### config.mk
export PLATFORM = sky130hd
export DESIGN_NAME = gtxe2_chnl_tx_ctrl_flat
export DESIGN_NICKNAME = d
export VERILOG_FILES = /design/src/rtl/gtxe2_chnl_tx_ctrl_pkg.sv /design/src/rtl/gtxe2_chnl_tx_ctrl_if.sv /design/src/rtl/gtxe2_chnl_tx_ctrl_cnt.sv /design/src/rtl/gtxe2_chnl_tx_ctrl.sv /design/src/flat_wrapper.sv
export SDC_FILE = /design/constraint.sdc
export NUM_CORES = 1
export LEC_CHECK = 0
export CAP_MARGIN = 20
export CORE_UTILIZATION = 50
export CTS_CLUSTER_DIAMETER = 200
export DETAILED_ROUTE_END_ITERATION = 10
export PLACE_DENSITY = 0.81
export SYNTH_ARGS = -nofsm -noshare
export SYNTH_HDL_FRONTEND = slang
export SYNTH_SLANG_ARGS = --single-unit
### constraint.sdc
create_clock -name TXUSRCLK -period 3.52 [get_ports TXUSRCLK]
set_clock_uncertainty 0.15 [all_clocks]
set_input_delay 0.704 -clock TXUSRCLK [delete_from_list [all_inputs] [get_ports TXUSRCLK]]
set_output_delay 0.704 -clock TXUSRCLK [all_outputs]
set_load 0.03 [all_outputs]
### src/rtl/gtxe2_chnl_tx_ctrl_pkg.sv
// GTXE2 TX control: shared state encoding,
// TXRATE decode and counter sizing.
package gtxe2_chnl_tx_ctrl_pkg;

  typedef enum logic [2:0] {
    RESET_PMA,
    RESET_PCS,
    WAIT_USERRDY,
    READY,
    RATE_HOLD,
    RATE_DONE
  } state_t;

  function automatic int cnt_width(
    input int a,
    input int b,
    input int c
  );
    int m;
    m = (a > b) ? a : b;
    m = (m > c) ? m : c;
    return (m > 1) ? $clog2(m) : 1;
  endfunction

  // 000, 110 and 111 all select the configured default divider
  function automatic logic [2:0] rate_decode(
    input logic [2:0] rate,
    input logic [2:0] dflt
  );
    logic [2:0] d;
    unique case (rate)
      3'b001, 3'b010, 3'b011,
      3'b100, 3'b101: d = rate - 3'd1;
      default:        d = dflt;
    endcase
    return d;
  endfunction

endpackage

### src/rtl/gtxe2_chnl_tx_ctrl_if.sv
// Reset/rate request and status bundle
// between the TX channel and its sequencer.
interface gtxe2_chnl_tx_ctrl_if;
  logic       GTTXRESET;
  logic       TXPCSRESET;
  logic       TXUSERRDY;
  logic [2:0] TXRATE;
  logic       TXRATEDONE;
  logic       TXRESETDONE;
  logic       pma_reset;
  logic       pcs_reset;
  logic       line_hold;
  logic [2:0] div_sel;

  modport master (
    output GTTXRESET, TXPCSRESET,
    output TXUSERRDY, TXRATE,
    input  TXRATEDONE, TXRESETDONE,
    input  pma_reset, pcs_reset,
    input  line_hold, div_sel
  );

  modport slave (
    input  GTTXRESET, TXPCSRESET,
    input  TXUSERRDY, TXRATE,
    output TXRATEDONE, TXRESETDONE,
    output pma_reset, pcs_reset,
    output line_hold, div_sel
  );
endinterface

### src/rtl/gtxe2_chnl_tx_ctrl_cnt.sv
// Loadable down-counter with zero flag,
// shared by every timed sequencer state.
module gtxe2_chnl_tx_ctrl_cnt #(
  parameter int         W       = 4,
  parameter logic [W-1:0] RST_VAL = '0
) (
  input  logic         clk,
  input  logic         rst,
  input  logic         ld,
  input  logic [W-1:0] ld_val,
  output logic         zero
);
  logic [W-1:0] cnt;

  always_ff @(posedge clk or posedge rst) begin
    if (rst) begin
      cnt <= RST_VAL;
    end else if (ld) begin
      cnt <= ld_val;
    end else if (cnt != '0) begin
      cnt <= cnt - W'(1);
    end
  end

  assign zero = (cnt == '0);
endmodule

### src/rtl/gtxe2_chnl_tx_ctrl.sv
// GTXE2 TX reset and rate-change sequencer.
// Rate switching is built only with GTXE2_TX_RATE_CHANGE_EN.
module gtxe2_chnl_tx_ctrl
  import gtxe2_chnl_tx_ctrl_pkg::*;
#(
  parameter int PMA_RESET_CYCLES   = 16,
  parameter int PCS_RESET_CYCLES   = 8,
  parameter int RATE_SETTLE_CYCLES = 32,
  parameter int TXOUT_DIV          = 2
) (
  input logic                 TXUSRCLK,
  input logic                 reset,
  gtxe2_chnl_tx_ctrl_if.slave bus
);
  localparam int CW = cnt_width(
    PMA_RESET_CYCLES, PCS_RESET_CYCLES,
    RATE_SETTLE_CYCLES);
  localparam logic [CW-1:0] PMA_LD =
    CW'(PMA_RESET_CYCLES - 1);
  localparam logic [CW-1:0] PCS_LD =
    CW'(PCS_RESET_CYCLES - 1);
  localparam logic [2:0] DIV0 =
    3'($clog2(TXOUT_DIV));

  state_t          state;
  state_t          nxt;
  logic            ld;
  logic            zero;
  logic            busy;
  logic [CW-1:0]   ld_val;

`ifdef GTXE2_TX_RATE_CHANGE_EN
  localparam logic [CW-1:0] SET_LD =
    CW'(RATE_SETTLE_CYCLES - 1);
  logic [2:0] rate_d;
  logic [2:0] rate_q;
  logic       rate_chg;

  assign rate_d   = rate_decode(bus.TXRATE, DIV0);
  assign rate_chg = (rate_d != rate_q);
`endif

  assign busy = (state == READY) ||
                (state == RATE_HOLD) ||
                (state == RATE_DONE);

  gtxe2_chnl_tx_ctrl_cnt #(
    .W       (CW),
    .RST_VAL (PMA_LD)
  ) u_cnt (
    .clk    (TXUSRCLK),
    .rst    (reset),
    .ld     (ld),
    .ld_val (ld_val),
    .zero   (zero)
  );

  always_comb begin
    nxt    = state;
    ld     = 1'b0;
    ld_val = '0;
    if (bus.GTTXRESET) begin
      nxt    = RESET_PMA;
      ld     = 1'b1;
      ld_val = PMA_LD;
    end else if (bus.TXPCSRESET &&
                 state != RESET_PMA) begin
      nxt    = RESET_PCS;
      ld     = 1'b1;
      ld_val = PCS_LD;
    end else if (!bus.TXUSERRDY && busy) begin
      nxt = WAIT_USERRDY;
    end else begin
      unique case (state)
        RESET_PMA: begin
          if (zero) begin
            nxt    = RESET_PCS;
            ld     = 1'b1;
            ld_val = PCS_LD;
          end
        end
        RESET_PCS: begin
          if (zero) nxt = WAIT_USERRDY;
        end
        WAIT_USERRDY: begin
          if (bus.TXUSERRDY) nxt = READY;
        end
        READY: begin
`ifdef GTXE2_TX_RATE_CHANGE_EN
          if (rate_chg) begin
            nxt    = RATE_HOLD;
            ld     = 1'b1;
            ld_val = SET_LD;
          end
`endif
        end
`ifdef GTXE2_TX_RATE_CHANGE_EN
        // a new rate mid-settle restarts the settle window
        RATE_HOLD: begin
          if (rate_chg) begin
            ld     = 1'b1;
            ld_val = SET_LD;
          end else if (zero) begin
            nxt = RATE_DONE;
          end
        end
        RATE_DONE: nxt = READY;
`endif
        default: nxt = RESET_PMA;
      endcase
    end
  end

  always_ff @(posedge TXUSRCLK or posedge reset) begin
    if (reset) begin
      state           <= RESET_PMA;
      bus.pma_reset   <= 1'b1;
      bus.pcs_reset   <= 1'b1;
      bus.line_hold   <= 1'b1;
      bus.TXRESETDONE <= 1'b0;
      bus.TXRATEDONE  <= 1'b0;
      bus.div_sel     <= DIV0;
`ifdef GTXE2_TX_RATE_CHANGE_EN
      rate_q          <= DIV0;
`endif
    end else begin
      state           <= nxt;
      bus.pma_reset   <= (nxt == RESET_PMA);
      bus.pcs_reset   <= (nxt == RESET_PMA) ||
                         (nxt == RESET_PCS);
      bus.line_hold   <= (nxt != READY);
      bus.TXRESETDONE <= (nxt == READY) ||
                         (nxt == RATE_HOLD) ||
                         (nxt == RATE_DONE);
`ifdef GTXE2_TX_RATE_CHANGE_EN
      bus.TXRATEDONE  <= (nxt == RATE_DONE);
      // RATE_DONE holds the latch so READY sees late changes
      if (state != RATE_DONE) rate_q <= rate_d;
      if (nxt == RATE_HOLD || nxt == WAIT_USERRDY ||
          state == WAIT_USERRDY)
        bus.div_sel <= rate_d;
`else
      bus.TXRATEDONE  <= 1'b0;
      bus.div_sel     <= DIV0;
`endif
    end
  end
endmodule

### src/flat_wrapper.sv
// flat-port wrapper written by rule: the top's interface ports become plain ports
module gtxe2_chnl_tx_ctrl_flat import gtxe2_chnl_tx_ctrl_pkg::*;
#(
  parameter int PMA_RESET_CYCLES   = 16,
  parameter int PCS_RESET_CYCLES   = 8,
  parameter int RATE_SETTLE_CYCLES = 32,
  parameter int TXOUT_DIV          = 2
)
  (TXUSRCLK, reset, bus_GTTXRESET, bus_TXPCSRESET, bus_TXUSERRDY, bus_TXRATE, bus_TXRATEDONE, bus_TXRESETDONE, bus_pma_reset, bus_pcs_reset, bus_line_hold, bus_div_sel);
  gtxe2_chnl_tx_ctrl_if bus_i ();
  input logic TXUSRCLK;
  input logic reset;
  input wire logic [$bits(bus_i.GTTXRESET)-1:0] bus_GTTXRESET;
  input wire logic [$bits(bus_i.TXPCSRESET)-1:0] bus_TXPCSRESET;
  input wire logic [$bits(bus_i.TXUSERRDY)-1:0] bus_TXUSERRDY;
  input wire logic [$bits(bus_i.TXRATE)-1:0] bus_TXRATE;
  output wire logic [$bits(bus_i.TXRATEDONE)-1:0] bus_TXRATEDONE;
  output wire logic [$bits(bus_i.TXRESETDONE)-1:0] bus_TXRESETDONE;
  output wire logic [$bits(bus_i.pma_reset)-1:0] bus_pma_reset;
  output wire logic [$bits(bus_i.pcs_reset)-1:0] bus_pcs_reset;
  output wire logic [$bits(bus_i.line_hold)-1:0] bus_line_hold;
  output wire logic [$bits(bus_i.div_sel)-1:0] bus_div_sel;
  assign bus_i.GTTXRESET = bus_GTTXRESET;
  assign bus_i.TXPCSRESET = bus_TXPCSRESET;
  assign bus_i.TXUSERRDY = bus_TXUSERRDY;
  assign bus_i.TXRATE = bus_TXRATE;
  assign bus_TXRATEDONE = bus_i.TXRATEDONE;
  assign bus_TXRESETDONE = bus_i.TXRESETDONE;
  assign bus_pma_reset = bus_i.pma_reset;
  assign bus_pcs_reset = bus_i.pcs_reset;
  assign bus_line_hold = bus_i.line_hold;
  assign bus_div_sel = bus_i.div_sel;
  gtxe2_chnl_tx_ctrl #(.PMA_RESET_CYCLES(PMA_RESET_CYCLES), .PCS_RESET_CYCLES(PCS_RESET_CYCLES), .RATE_SETTLE_CYCLES(RATE_SETTLE_CYCLES), .TXOUT_DIV(TXOUT_DIV)) u_core (.TXUSRCLK(TXUSRCLK), .reset(reset), .bus(bus_i));
endmodule
==> run_results.csv, run 1 <==
group,metric,value,unit
setup_path,worstPathArrival,1440,ps
global_route,grt_overflow,0,
route,postRouteAntennaNets,0,
hold_path,min-delay-start,"u_core.state[2]",
logic_synthesis,synth_most_common_cell,"dfstp_2",
die,chipHeight,38.28,um
logic_synthesis,synth_fa_ha_area_share,3.802,%
cells_and_area,drive_gt1_share,22.22,%
die,die_x,38.28,um
route,wire_per_inst,12.42,um
run,drv_cap,0,
logic_synthesis,syn_area,658.1,sq um
placed_design,hpwl,783,um
logic_synthesis,yosys-top-cells-count,"dfstp_2 (7), dfrtp_1 (5), inv_1 (5)",
route,dr.pass1.iters,4,
outcome,outcome,"finished clean",
setup_path,timing.rr.end,"u_core.state[1]",
cells_and_area,final_cells,86,
clock_network,hold_buffers,0,
setup_path,worstSetupEndpointType,"output pin",
cells_and_area,nets,83,
logic_synthesis,synth_xor_area_share,2.662,%
clock_network,cts_buffers,3,
global_route,grt_max_degree,13,
hold_path,min_path_cells,2,
clock_network,clock-sinks,12,
die,pin_count,16,
sta,min_period_over_period,65.31,%
pwr,vdd_drop_max,282.0,uV
logic_synthesis,synth-seq-cells,12,
clock_network,cts_tree,"built",
logic_synthesis,synth-compound-area-share,11.22,%
clock_network,h-tree-depth,1,
die,start_util,56.20,%
logic_synthesis,ys_seq_area_share,46.96,%
sta,tns,0,ps
sta,hold_viol,0,
placed_design,port_buffers,8,
logic_synthesis,avgSynthCellArea,10.79,sq um
setup_path,worst_path_largest_cell_delay,650,ps
cells_and_area,area_growth,17.49,%
setup_path,critPathRequiredTime,2670,ps
logic_synthesis,ys.flop_type,"dfstp_2",
sta,drv_slew,0,
logic_synthesis,ys_warn_count,0,
logic_synthesis,synthTopCellsByArea,"dfstp_2 (28%), dfrtp_1 (19%), buf_4 (4.6%), ha_1 (3.8%), nor4b_4 (3.6%)",
clock_network,path_clk_slew,80,ps
pwr,leakagePower,0.3353,nW
setup_path,critical_path_buf_inv_count,1,
clock_network,cts_setup_buffers,0,
setup_path,cp_top_family,"buffers and inverters",
route,drc_errors,0,
sta,finalSetupViolCount,0,
placed_design,dp.cells,82,
hold_path,min_to,"u_core.bus.line_hold",
clock_network,clock_latency,270,ps
global_route,grt_pass1_wl,1752,um
die,die_area,0.001465,sq mm
setup_path,r2r_start,"u_core.u_cnt.cnt[0]",
clock_network,cts_root_buffer,"clkbuf_4",
logic_synthesis,synth-simple-area-share,23.76,%
die,num_rows,12,
logic_synthesis,async_reset_ff_share,100.0,%
logic_synthesis,synthCells,61,
global_route,grt_pass1_vias,413,
pwr,p_total,310.1,uW
setup_path,critPathSlowestCell,"clkdlybuf4s50_1",
hold_path,min_path_type,"reg2reg",
cells_and_area,diodes,0,
logic_synthesis,synth_edf_count,0,
sta,post-route-min-period,2299,ps
route,viasPerCell,5.128,
setup_path,r2r_slack,1690,ps
setup_path,ff2ff_path_depth,5,
setup_path,crit_chain,"clkdlybuf4s50_1",
sta,clock.fmax,0.4350,GHz
setup_path,critPathLaunchType,"flip-flop",
clock_network,cts_resized,0,
sta,worst_hold_slack,463.8,ps
global_route,track_usage,18.41,%
sta,rsz0062_at_grt,"no",
logic_synthesis,ys_types,28,
die,coreArea,0.001171,sq mm
setup_path,path_class,"reg2out",
route,vias,441,
logic_synthesis,yosysTopAreaCellShare,27.95,%
logic_synthesis,muxShareOfSynthArea,3.042,%
route,wl,1068,um
global_route,antenna_found_initial,0,
pwr,cellPowerDensity,401.1,mW/mm^2
logic_synthesis,synth_top_family_by_area,"simple AND/OR/NAND/NOR gates",
placed_design,gp_congestion,0.7490,
logic_synthesis,synth_top_cell_by_area,"dfstp_2",
route,drt-initial-drc-count,12,
clock_network,clock_path_buffers,2,
setup_path,path_max_fanout,1,
power by group:
part / switching [mW] / internal [mW]
registers: 0.00625 / 0.148
clock network: 0.0461 / 0.0628
logic: 0.0272 / 0.0195
total: 0.0796 / 0.231
worst max-delay path by stage:
stage	from	endpoint	slack, ps	depth (start not counted)
after floorplan	u_core.u_cnt.cnt[0]	u_core.state[1]	1810	5
after global placement	bus_TXUSERRDY	u_core.state[1]	1460	4
after detailed placement	bus_TXUSERRDY	u_core.state[1]	1430	4
after CTS	u_core.bus.line_hold	bus_line_hold	1200	1
after global routing	u_core.bus.line_hold	bus_line_hold	1180	1
final	u_core.bus.line_hold	bus_line_hold	1220	1
cells in the final DEF, fill, tap and decap left out, types with 2 or more instances in the layout:
cell	count
conb_1	5
dfstp_2	7
a21o_1	2
o21ai_0	3
nor3_1	4
and3_1	2
dfrtp_1	5
nor2b_1	2
mux2i_1	2
nor3b_1	3
inv_1	5
clkdlybuf4s50_1	8
nor2_1	4
ha_1	2
clkbuf_4	3
metrics by stage:
| stage | util [%] | instance area [sq um] | setup slack (ps) |
|---|---|---|---|
| after floorplan | - | 669.4 | 1807 |
| after global placement | 62.93 | 737.0 | 1457 |
| after detailed placement | 62.93 | 737.0 | 1435 |
| after CTS | 66.03 | 773.2 | 1204 |
| after global routing | 66.03 | 773.2 | 1184 |
| final | 66.03 | 773.2 | 1221 |
registers in the layout, indices dropped and copies added (netlist names):
register                cells
u_core.u_cnt.cnt            5
u_core.state                3
u_core.bus.TXRESETDONE      1
u_core.bus.line_hold        1
u_core.bus.pcs_reset        1
u_core.bus.pma_reset        1
cells by family after synthesis:
kind of cell / count (synthesis)
simple gates: 23
mux: 2
xor+xnor: 2
compound gates: 9
fa+ha+maj: 2
flops: 12
buf+inv: 9
other cells: 2
final cells by class:
class                   count  area [sq um]
well taps                  14         17.52
clock buffers               4         36.28
multi-input cells          43         311.5
inverters                   5         18.77
fillers                   103         397.9
repair buffers              8         80.08
flip-flops and latches     12         309.0
metal layers:
metal	up-vias	GRT usage [%]	share of wire (%)
li1	219	-	-
met1	206	26.14	50
met2	16	25.85	46
met3	0	5.233	4.6
met4	0	8.036	0
met5	-	0	0
No activity file was read; power rests on OpenSTA's default activity.
==> inputs of run 2 (changes only) <==
--- a/config.mk
+++ b/config.mk
@@ -6,10 +6,11 @@
 export NUM_CORES = 1
 export LEC_CHECK = 0
 export CAP_MARGIN = 20
-export CORE_UTILIZATION = 50
+export CORE_ASPECT_RATIO = 0.9
+export CORE_UTILIZATION = 42
 export CTS_CLUSTER_DIAMETER = 200
 export DETAILED_ROUTE_END_ITERATION = 10
-export PLACE_DENSITY = 0.81
+export PLACE_DENSITY = 0.72
 export SYNTH_ARGS = -nofsm -noshare
 export SYNTH_HDL_FRONTEND = slang
 export SYNTH_SLANG_ARGS = --single-unit
==> constraint.sdc (replaced) <==
create_clock -name TXUSRCLK -period 2.1 [get_ports TXUSRCLK]
set_clock_uncertainty 0.15 [all_clocks]
set_input_delay 0.42 -clock TXUSRCLK [delete_from_list [all_inputs] [get_ports TXUSRCLK]]
set_output_delay 0.42 -clock TXUSRCLK [all_outputs]
set_load 0.03 [all_outputs]
==> run 2 against run 1 <==
Hold slack worse by 170 ps. Critical path depth unchanged. Core utilization down 13 points. Global-route usage down 4.2 points. Sequential power up 67%. Die area up 18%. Power up 66%. Via count down 1.8%. Critical endpoint is now bus_pma_reset. Largest cell class unchanged.
==> run_results.csv, run 2 (synthesized netlist as in run 1, its figures left out) <==
group,metric,value,unit
cells_and_area,drive_gt1_share,22.22,%
sta,finalSetupViolCount,0,
setup_path,r2r_slack,280,ps
cells_and_area,seq_area,309.0,sq um
pwr,vdd_drop_max,452.0,uV
clock_network,cts_setup_buffers,0,
setup_path,worstSetupEndpointType,"output pin",
clock_network,cts_tree,"built",
pwr,pwr-share-comb,15.2,%
cells_and_area,most-common-layout-cells,"clkdlybuf4s50_1 (8), dfstp_2 (7), inv_1 (5), conb_1 (5), dfrtp_1 (5)",
setup_path,path_class,"reg2out",
die,num_rows,13,
cells_and_area,multi_input_area,311.5,sq um
sta,hold_viol,0,
setup_path,critPathRequiredTime,1530,ps
pwr,swShare,25.11,%
sta,tns,0,ps
clock_network,cts_buffers,3,
die,start_util,45.46,%
clock_network,cts_root_buffer,"clkbuf_4",
cells_and_area,reg_top3,"u_core.u_cnt.cnt x5, u_core.state x3",
die,die_area,0.001730,sq mm
clock_network,cts_resized,0,
route,vias,433,
setup_path,cp_num_cells,1,
route,dr.pass1.iters,4,
cells_and_area,area_growth,17.68,%
hold_path,min_path_type,"in2async",
outcome,outcome,"finished clean",
setup_path,ff2ff_path_depth,5,
clock_network,hold_buffers,0,
sta,drv_slew,0,
sta,min_period_over_period,96.17,%
pwr,clkPwrFrac,34.6,%
clock_network,clock_path_buffers,2,
run,drv_cap,0,
setup_path,critPathLaunchType,"flip-flop",
sta,clock.fmax,0.4952,GHz
die,chipHeight,39.56,um
clock_network,clock-sinks,12,
global_route,grt_pass1_vias,375,
setup_path,critPathSlowestCell,"clkdlybuf4s50_1",
global_route,antenna_found_initial,0,
pwr,seqPwrFrac,50.1,%
die,pin_count,16,
placed_design,port_buffers,8,
setup_path,critical_path_buf_inv_count,1,
cells_and_area,diodes,0,
die,coreArea,0.001448,sq mm
global_route,grt_overflow,0,
clock_network,path_clk_slew,70,ps
clock_network,h-tree-depth,1,
global_route,grt_max_degree,13,
global_route,grt_pass1_wl,1676,um
route,wire_per_inst,11.89,um
sta,rsz0062_at_grt,"no",
clock_network,clock_latency,270,ps
cells_and_area,final_cells,87,
setup_path,worstPathArrival,1450,ps
setup_path,crit_chain,"clkdlybuf4s50_1",
global_route,track_usage,14.19,%
placed_design,dp.cells,83,
placed_design,hpwl,784,um
route,viasPerCell,4.977,
route,drt-initial-drc-count,16,
setup_path,r2r_start,"u_core.u_cnt.cnt[0]",
setup_path,path_max_fanout,1,
placed_design,gp_congestion,0.7196,
die,die_x,43.73,um
pwr,p_switching,129.7,uW
cells_and_area,largest_reg_flops,5,
setup_path,timing.rr.end,"u_core.state[1]",
sta,post-route-min-period,2020,ps
pwr,leakagePower,0.3353,nW
setup_path,cp_top_family,"buffers and inverters",
cells_and_area,regMostFlops,"u_core.u_cnt.cnt",
setup_path,worst_path_largest_cell_delay,660,ps
route,drc_errors,0,
route,wl,1034,um
route,postRouteAntennaNets,0,
pwr,cellPowerDensity,666.6,mW/mm^2
pwr,p_int,386.6,uW
cells_and_area,nets,83,
cells_and_area,n_fill_cell,126,
cells_and_area,layout_commonest_cell,"clkdlybuf4s50_1",
run 2: cell counts in the layout (fill, tap and decap cells not counted):
No cell type changed its count.
run 2: metal layers:
metal	share of wire [%]	vias up	track usage, %	wire (um)
met5	0	-	0	0
met4	0	0	4.688	0
met3	4.3	0	6.912	44
met2	45	11	19.40	470
met1	50	200	19.10	519
li1	-	222	-	-
run 2: area by class of cell:
cell class / count / share of cell area [%]
Timing Repair Buffer: 8 / 10.34
Clock buffer: 4 / 4.685
Sequential cell: 12 / 39.90
Tap cell: 15 / 2.423
Multi-Input combinational cell: 43 / 40.23
Inverter: 5 / 2.423
run 2: power groups by stage:
| stage | combinational (mW) | clock [mW] | sequential, mW |
|---|---|---|---|
| 6_report | 0.0787 | 0.179 | 0.259 |
| 4_1_cts | 0.0796 | 0.188 | 0.259 |
| 3_3_place_gp | 0.0778 | 0 | 0.262 |
| 2_1_floorplan | 0.0546 | 0 | 0.267 |
| 5_1_grt | 0.0854 | 0.199 | 0.261 |
| 3_5_place_dp | 0.0790 | 0 | 0.263 |
run 2: how the worst max path moves through the flow:
stage / end / startpoint
5_1_grt: bus_pma_reset / u_core.bus.pma_reset
6_report: bus_pma_reset / u_core.bus.pma_reset
3_5_place_dp: u_core.bus.pma_reset / u_core.u_cnt.cnt[0]
2_1_floorplan: u_core.state[1] / u_core.u_cnt.cnt[0]
3_3_place_gp: u_core.state[1] / u_core.u_cnt.cnt[0]
4_1_cts: bus_pma_reset / u_core.bus.pma_reset
run 2: metrics by stage:
step | total power [mW] | area, sq um | utilization (%) | hold slack, ps | worst slack, ps
after global placement | 0.3403 | 738.2 | 50.99 | 428.4 | 316.0
after floorplan | 0.3219 | 669.4 | - | 129.7 | 387.2
final | 0.5163 | 774.5 | 53.50 | 294.7 | 80.45
after detailed placement | 0.3417 | 738.2 | 50.99 | 437.1 | 276.0
after CTS | 0.5261 | 774.5 | 53.50 | 303.8 | 57.47
after global routing | 0.5452 | 774.5 | 53.50 | 328.8 | 26.77
